==> src/rtl/maint_scheduler.sv <==
// Multi-channel periodic maintenance scheduler: per-channel interval timers feed saturating
// debt counters, and a fixed-priority arbiter (channel 0 first) serves them one sequence at a time.
module maint_scheduler #(
    parameter int NUM_CH      = 3,
    parameter int TCK_PS      = 1500,
    parameter int CLK_RATIO   = 4,
    parameter int PRESCALE_PS = 500000,
    parameter int TIMER_W     = 20,
    parameter int MAX_PEND    = 8,
    parameter int PEND_W      = 4,
    parameter int CH_W        = (NUM_CH > 1) ? $clog2(NUM_CH) : 1
) (
    input  logic                     clk,
    input  logic                     rst,
    input  logic                     init_calib_complete,
    input  logic                     program_process,
    input  logic                     cfg_valid,
    input  logic [CH_W-1:0]          cfg_ch,
    input  logic                     cfg_enable,
    input  logic                     cfg_mode,
    input  logic [TIMER_W-1:0]       cfg_interval,
    output logic                     maint_req,
    input  logic                     maint_ack,
    input  logic                     softmc_fin,
    output logic [NUM_CH-1:0]        maint_init,
    output logic [CH_W-1:0]          maint_ch,
    output logic                     maint_process,
    output logic [NUM_CH*PEND_W-1:0] pending_cnt,
    output logic [NUM_CH-1:0]        overflow
);

    localparam int DIV_RAW = PRESCALE_PS / (TCK_PS * CLK_RATIO);
    localparam int DIV     = (DIV_RAW < 2) ? 2 : DIV_RAW;
    localparam int PRE_W   = $clog2(DIV + 1);
    localparam logic [PRE_W-1:0]  DIV_V = PRE_W'(DIV);
    localparam logic [PEND_W-1:0] MAX_V = PEND_W'(MAX_PEND);

    typedef enum logic {
        S_IDLE = 1'b0,
        S_BUSY = 1'b1
    } state_t;

    state_t               state;
    logic [PRE_W-1:0]     prescale;
    logic                 tick;
    logic [NUM_CH-1:0]    ch_en;
    logic [NUM_CH-1:0]    ch_mode;
    logic [TIMER_W-1:0]   interval [NUM_CH];
    logic [TIMER_W-1:0]   timer    [NUM_CH];
    logic [PEND_W-1:0]    pend     [NUM_CH];

    logic [NUM_CH-1:0]    wr_hit;
    logic [NUM_CH-1:0]    hold;
    logic [NUM_CH-1:0]    expire;
    logic [NUM_CH-1:0]    busy_hit;
    logic [NUM_CH-1:0]    fin_hit;
    logic [NUM_CH-1:0]    pend_nz;
    logic [CH_W-1:0]      grant_ch;
    logic [NUM_CH-1:0]    grant_oh;
    logic                 grant;

    always_comb begin
        tick     = init_calib_complete && (prescale == PRE_W'(1));
        wr_hit   = '0;
        hold     = '0;
        expire   = '0;
        busy_hit = '0;
        fin_hit  = '0;
        pend_nz  = '0;
        for (int i = 0; i < NUM_CH; i++) begin
            wr_hit[i]   = cfg_valid && (cfg_ch == CH_W'(i));
            // mode 0 channels freeze while the user program owns the bus
            hold[i]     = !ch_en[i] || !init_calib_complete || (!ch_mode[i] && program_process);
            expire[i]   = tick && !wr_hit[i] && !hold[i] && (timer[i] == TIMER_W'(1));
            busy_hit[i] = (state == S_BUSY) && (maint_ch == CH_W'(i));
            fin_hit[i]  = softmc_fin && busy_hit[i];
            pend_nz[i]  = (pend[i] != '0);
        end
    end

    // Descending scan so the lowest pending index is the one left standing.
    always_comb begin
        grant_ch = '0;
        for (int i = NUM_CH - 1; i >= 0; i--) begin
            if (pend_nz[i]) begin
                grant_ch = CH_W'(i);
            end
        end
        grant_oh  = NUM_CH'(1) << grant_ch;
        maint_req = (state == S_IDLE) && (|pend_nz);
        grant     = maint_req && maint_ack && !softmc_fin;
    end

    always_comb begin
        pending_cnt = '0;
        for (int i = 0; i < NUM_CH; i++) begin
            pending_cnt[i*PEND_W +: PEND_W] = pend[i];
        end
    end

    always_ff @(posedge clk or posedge rst) begin
        if (rst) begin
            prescale <= DIV_V;
        end else if (!init_calib_complete || (prescale == PRE_W'(1))) begin
            prescale <= DIV_V;
        end else begin
            prescale <= prescale - PRE_W'(1);
        end
    end

    always_ff @(posedge clk or posedge rst) begin
        if (rst) begin
            ch_en   <= '0;
            ch_mode <= '0;
            for (int i = 0; i < NUM_CH; i++) begin
                interval[i] <= '0;
            end
        end else begin
            for (int i = 0; i < NUM_CH; i++) begin
                if (wr_hit[i]) begin
                    ch_en[i]    <= cfg_enable;
                    ch_mode[i]  <= cfg_mode;
                    interval[i] <= cfg_interval;
                end
            end
        end
    end

    // A timer at 0 (interval 0) neither decrements nor expires.
    always_ff @(posedge clk or posedge rst) begin
        if (rst) begin
            for (int i = 0; i < NUM_CH; i++) begin
                timer[i] <= '0;
            end
        end else begin
            for (int i = 0; i < NUM_CH; i++) begin
                if (wr_hit[i]) begin
                    timer[i] <= cfg_interval;
                end else if (hold[i]) begin
                    timer[i] <= interval[i];
                end else if (tick) begin
                    if (timer[i] == TIMER_W'(1)) begin
                        timer[i] <= interval[i];
                    end else if (timer[i] > TIMER_W'(1)) begin
                        timer[i] <= timer[i] - TIMER_W'(1);
                    end
                end
            end
        end
    end

    always_ff @(posedge clk or posedge rst) begin
        if (rst) begin
            overflow <= '0;
            for (int i = 0; i < NUM_CH; i++) begin
                pend[i] <= '0;
            end
        end else begin
            for (int i = 0; i < NUM_CH; i++) begin
                if (wr_hit[i]) begin
                    overflow[i] <= 1'b0;
                end
                // Clearing spares the unit currently being served so its fin still has something to retire.
                if (!ch_en[i] || !init_calib_complete) begin
                    pend[i] <= (busy_hit[i] && pend_nz[i] && !fin_hit[i]) ? PEND_W'(1) : '0;
                end else if (expire[i] && !fin_hit[i]) begin
                    if (pend[i] == MAX_V) begin
                        overflow[i] <= 1'b1;
                    end else begin
                        pend[i] <= pend[i] + PEND_W'(1);
                    end
                end else if (fin_hit[i] && !expire[i] && pend_nz[i]) begin
                    pend[i] <= pend[i] - PEND_W'(1);
                end
            end
        end
    end

    always_ff @(posedge clk or posedge rst) begin
        if (rst) begin
            state         <= S_IDLE;
            maint_ch      <= '0;
            maint_init    <= '0;
            maint_process <= 1'b0;
        end else begin
            maint_init <= '0;
            case (state)
                S_IDLE: begin
                    if (grant) begin
                        state         <= S_BUSY;
                        maint_ch      <= grant_ch;
                        maint_init    <= grant_oh;
                        maint_process <= 1'b1;
                    end
                end
                S_BUSY: begin
                    if (softmc_fin) begin
                        state         <= S_IDLE;
                        maint_process <= 1'b0;
                    end
                end
            endcase
        end
    end

endmodule

==> config.mk <==
export PLATFORM = sky130hd
export DESIGN_NAME = maint_scheduler
export DESIGN_NICKNAME = d
export VERILOG_FILES = /design/src/rtl/maint_scheduler.sv
export SDC_FILE = /design/constraint.sdc
export NUM_CORES = 1
export LEC_CHECK = 0
export CAP_MARGIN = 0
export CORE_MARGIN = 5
export CORE_UTILIZATION = 69
export DETAILED_ROUTE_END_ITERATION = 16
export DONT_BUFFER_PORTS = 1
export GPL_TIMING_DRIVEN = 0
export PLACE_DENSITY = 0.84
export SYNTH_ARGS = -nofsm -noshare
export SYNTH_HDL_FRONTEND = slang
export SYNTH_SLANG_ARGS = --single-unit
==> constraint.sdc <==
create_clock -name clk -period 13.3 [get_ports clk]
set_clock_uncertainty 0.05 [all_clocks]
set_input_delay 1.995 -clock clk [delete_from_list [all_inputs] [get_ports clk]]
set_output_delay 1.995 -clock clk [all_outputs]
set_load 0.02 [all_outputs]
# Word level (Yosys, flattened, before mapping)
# Index checks and enable logic that the tools add are counted.
# Widths: inputs -> output; s select.
# word_totals
regBits	155
in_bits	31
out_inout_bits	22
elab_cells	196
# op_classes
add_sub_neg	10
order_cmp	3
n_eq_ne	16
shifts	1
muxes	54
n_bitwise	1
n_reduce_logical	90
# op_table
cell	n
$mux 20	15
$eq 20x1->1 const B	3
$gt 20x1->1 const B	3
$sub 20x1->20 const B	3
$mux 4	12
$logic_and 1x1->1	40
$reduce_bool 4->1	6
$logic_not 1->1	20
$mux 1	19
$reduce_bool 3->1	6
$reduce_and 2->1	8
$add 4x1->4 const B	3
$eq 4x4->1 const B	3
$sub 4x1->4 const B	3
$ne 3x3->1 const B	3
$eq 7x1->1 const B	1
$logic_or 1x1->1	7
$mux 7	1
$sub 7x1->7 const B	1
$mux 2	3
$mux 3	2
$eq 2x1->1 const B	2
$eq 2x2->1 const B	2
$logic_not 2->1	2
other kinds (5)	7

# Depth between registers and ports, before layout
# depth
word_depth	12
ltp_mapped	12
mapped_depth_nobuf	12

# Worst setup path after synthesis
# No wires, ideal clock.
# synth_timing
path_kind	input-to-reg
start	in init_calib_complete
end	reg pend (netlist bit pending_cnt[7])
setup_time_ps	95
arrival_time_ps	4353
t_required_ps	13155
slack_ps	8802
stages	12
n_path_buf	2
path_cell_list	buf_2 > and2_1 > o21ai_0 > or3_1 > or3b_1 > buf_2 > ha_1 > a21oi_1 > nor2_1 > a21oi_1 > o311ai_1 > o31ai_1
# synth_between
elab_chain_len	11
word_cells_on_any_way	17
classes_between	eq/ne (1); mux (2); reduce/logical (14)
# synth_lines
item	line	rtl
from (decl)	15	input logic init_calib_complete,
$logic_not 1->1	73, 164	
$logic_or 1x1->1	73, 164	
$logic_or 1x1->1	73	hold[i] = !ch_en[i] || !init_calib_complete || (!ch_mode[i] && program_process);
$logic_not 1->1	74	expire[i] = tick && !wr_hit[i] && !hold[i] && (timer[i] == TIMER_W'(1));
$logic_and 1x1->1 (2 in a row)	74	
$logic_not 1->1	172	end else if (fin_hit[i] && !expire[i] && pend_nz[i]) begin
$logic_and 1x1->1 (2 in a row)	172	
$reduce_bool 3->1 (no source line)	n/a	
$reduce_and 2->1 (no source line)	n/a	
to (signal, indexed assignment)	165	pend[i] <= (busy_hit[i] && pend_nz[i] && !fin_hit[i]) ? PEND_W'(1) : '0;
to (signal, indexed assignment)	170	pend[i] <= pend[i] + PEND_W'(1);
to (signal, indexed assignment)	173	pend[i] <= pend[i] - PEND_W'(1);
to (decl)	50	logic [PEND_W-1:0] pend [NUM_CH];
# Parallel ways exist; a longest one is shown, timed or not.
# A chain may end at the register's enable or synchronous reset.

# Worst setup path after layout
# Ends and elaborated chain as after synthesis.

==> flow_summary.json <==
{
  "seq_area_um2": 3880,
  "final_cells": 1235,
  "grt_max_degree": 98,
  "max_stage_delay_ns": 0.50,
  "row_count": 41,
  "coreArea_um2": 12500,
  "synth_cells": 1030,
  "cts-buffers-inserted": 17,
  "async_flop_share_pct": 100,
  "start_kind": "input port",
  "first_pass_iters": 6,
  "cts_tree": "built",
  "max-vdd-ir-drop_mv": 0.124,
  "grt_pass1_vias": 7751,
  "final_max_slew_viol_count": 0,
  "path_clk_slew_ns": 0.07,
  "powerDensity_nw_per_um2": 147,
  "ant_nets": 0,
  "placed_cells": 1203,
  "wl_um": 23900,
  "port_buffers": 0,
  "hp-class": "flip-flop to flip-flop",
  "netlist-cell-type-count": 69,
  "antenna_cells": 0,
  "synth_flop_cell": "dfrtp_1",
  "worst_pin_slew_ns": 0.826,
  "rsz0062_at_grt": "false",
  "start_util_pct": 69.6,
  "clock_latency_ns": 0.44,
  "setup_viol": 0,
  "slowest_stage": "or3_1",
  "via_per_inst": 6.40,
  "drcViolationCount": 0,
  "critPathArrivalTime_ns": 4.85,
  "crit_fanout": 10,
  "wl_per_cell_um": 19.4,
  "hold_buffers": 0,
  "path_class": "input port to flip-flop",
  "yosysWarnings": 0,
  "dp_hpwl_um": 16400,
  "syn_to_final_growth_pct": 9.90,
  "io-pin-count": 53,
  "clk_path_buf_depth": 2,
  "ys_seq_elements": 155,
  "crit_path_cell_trace": "buf_2 -> and2_1 -> o21ai_0 -> or3_1 -> or3b_1 -> buf_2 -> ha_1 -> a21oi_1 -> nor2_1 -> a21oi_1 -> o311ai_1 -> o31ai_1",
  "fillers": 915,
  "postCtsSetupBuffers": 0,
  "vias": 7902,
  "setup_tns_ns": 0,
  "syn_avg_cell_area_um2": 8.42,
  "final_common_cell": "nand2_1",
  "leakagePower_nw": 4.13,
  "finalHoldViolCount": 0,
  "grt_first_pass_wirelength_um": 39300,
  "final_net_count": 1095,
  "drive_gt1_share_pct": 6.21,
  "path_delay_family": "simple AND/OR/NAND/NOR gates",
  "post-route-period-util_pct": 34.2,
  "clock_sinks": 155,
  "endpoint_kind": "flip-flop",
  "fin_crit_ns": 4.55,
  "root_buffer": "clkbuf_16",
  "syn_nets": 1075,
  "overflow": 0,
  "drv_cap": 0,
  "run_status": "complete, no violations",
  "synth_edf_count": 0,
  "die_h_um": 122,
  "critical_path_required_ns": 13.60,
  "syn_area_um2": 8670,
  "grt_usage_pct": 33.7,
  "seq_area_frac_synth_pct": 44.8,
  "cts_htree_levels": 4,
  "drt-initial-drc-count": 903,
  "die_w_um": 122,
  "ctsResizeCount": 0,
  "die-area_um2": 14900,
  "routabilityCongestion": 0.943,
  "maxSlewHeadroom_pct": 44.5,
  "antenna_found_initial": 0,
  "max_freq_mhz": 220,
  "cp_num_buf_inv": 2,
  "multi_input_area_um2": 4510,
  "most-common-layout-cells": "nand2_1, dfrtp_1, nor2_1, o21ai_0, clkbuf_1"
}
==> logic make-up (layout without fill, tap and decap cells) <==
kind of cell / count (synthesis) / count (layout) / share of synthesized area [%]
flops: 155 / 155 / 44.8
simple gates: 511 / 511 / 26.7
buf+inv: 72 / 105 / 3.22
fa+ha+maj: 14 / 14 / 2.02
xor+xnor: 41 / 41 / 4.14
compound gates: 216 / 216 / 16.7
mux: 21 / 21 / 2.45
==> power by group <==
group	leakage (nW)	internal (W)	total [W]	switching (W)
clock	0.294	0.000301	0.000509	0.000208
sequential	1.95	0.000552	0.000632	0.0000803
combinational	1.89	0.000106	0.000260	0.000153
total	4.13	0.000959	0.00140	0.000442
==> layer usage <==
layer	track usage (%)	part of all wire, %	vias to the layer above
met5	0	0	-
met4	13.2	2.7	0
met3	8.87	9.3	62
met2	53.7	48	399
met1	44.3	40	3769
li1	-	-	3672
==> worst reg2reg max path: stages (launching register included) <==
cell,delay [ns]
dfrtp_1,0.43
nor4_2,0.39
nand4b_1,0.38
or3_1,0.52
or3b_1,0.37
buf_2,0.20
ha_1,0.36
a21oi_1,0.16
nor2_1,0.05
a21oi_1,0.15
o311ai_1,0.11
o31ai_1,0.25
==> Yosys cell counts (5+ instances only) <==
| master | instances | area [um^2] |
|---|---|---|
| nand2_1 | 278 | 1040 |
| dfrtp_1 | 151 | 3780 |
| nor2_1 | 92 | 345 |
| o21ai_0 | 55 | 275 |
| clkbuf_1 | 42 | 158 |
| a31oi_1 | 35 | 219 |
| nor3_1 | 30 | 150 |
| a21oi_1 | 29 | 145 |
| o211ai_1 | 29 | 218 |
| xnor2_1 | 23 | 201 |
| nand3_1 | 22 | 110 |
| mux2i_1 | 19 | 190 |
| xor2_1 | 18 | 158 |
| nor4_1 | 17 | 106 |
| inv_1 | 16 | 60.1 |
| ha_1 | 14 | 175 |
| or3_1 | 10 | 62.6 |
| or4_1 | 10 | 75.1 |
| a22o_1 | 9 | 78.8 |
| a211oi_1 | 8 | 60.1 |
| o31ai_1 | 8 | 60.1 |
| buf_1 | 7 | 26.3 |
| buf_2 | 7 | 35.0 |
| nand2b_1 | 7 | 43.8 |
| o22ai_1 | 7 | 43.8 |
| nand3b_1 | 6 | 45.0 |
| o2bb2ai_1 | 6 | 52.6 |
| a21o_1 | 5 | 37.5 |
==> worst paths after layout <==
| check | start | to | slack [ns] | cells after the start |
|---|---|---|---|---|
| hold / removal | prescale[0]$_DFF_PP1_ | prescale[0]$_DFF_PP1_ | 0.41 | 1 |
| min in group asynchronous | rst | timer[2]$_DFFE_PP0P_ | 1.43 | 1 |
| setup / recovery | init_calib_complete | pending_cnt[7]$_DFFE_PP0P_ | 8.75 | 12 |
| max in group asynchronous | rst | prescale[4]$_DFF_PP1_ | 10.88 | 2 |
| setup reg to reg | prescale[3]$_DFF_PP0_ | pending_cnt[7]$_DFFE_PP0P_ | 9.79 | 11 |
| hold reg to reg | prescale[0]$_DFF_PP1_ | prescale[0]$_DFF_PP1_ | 0.41 | 1 |
==> metrics by stage <==
| stage | instance area (um^2) | power (W) | setup slack, ns | utilization, % | hold slack (ns) |
|---|---|---|---|---|---|
| floorplan | 8670 | 0.000819 | 7.08 | - | 0.385 |
| global placement | 8890 | 0.000873 | 5.45 | 71.3 | 0.398 |
| detailed placement | 8920 | 0.000886 | 8.33 | 71.6 | 0.410 |
| CTS | 9530 | 0.00139 | 8.77 | 76.5 | 0.415 |
| global route | 9530 | 0.00146 | 8.54 | 76.5 | 0.422 |
| finish | 9530 | 0.00140 | 8.75 | 76.5 | 0.413 |
==> layout make-up <==
class / instances / area share, %
multi-input cells: 803 / 47.3
flip-flops and latches: 155 / 40.7
clock buffers: 19 / 4.65
plain buffers: 56 / 2.30
well taps: 172 / 2.26
clock inverters: 13 / 1.76
inverters: 16 / 0.683
repair buffers: 1 / 0.289
==> state kept, by name (all words and copies together), names as in the netlist <==
register	cells
maint_init	3
maint_process	1
timer	60
ch_mode	3
maint_ch	2
state	1
pending_cnt	12
prescale	7
overflow	3
ch_en	3
interval	60
Power figures use the tool's default switching activity.
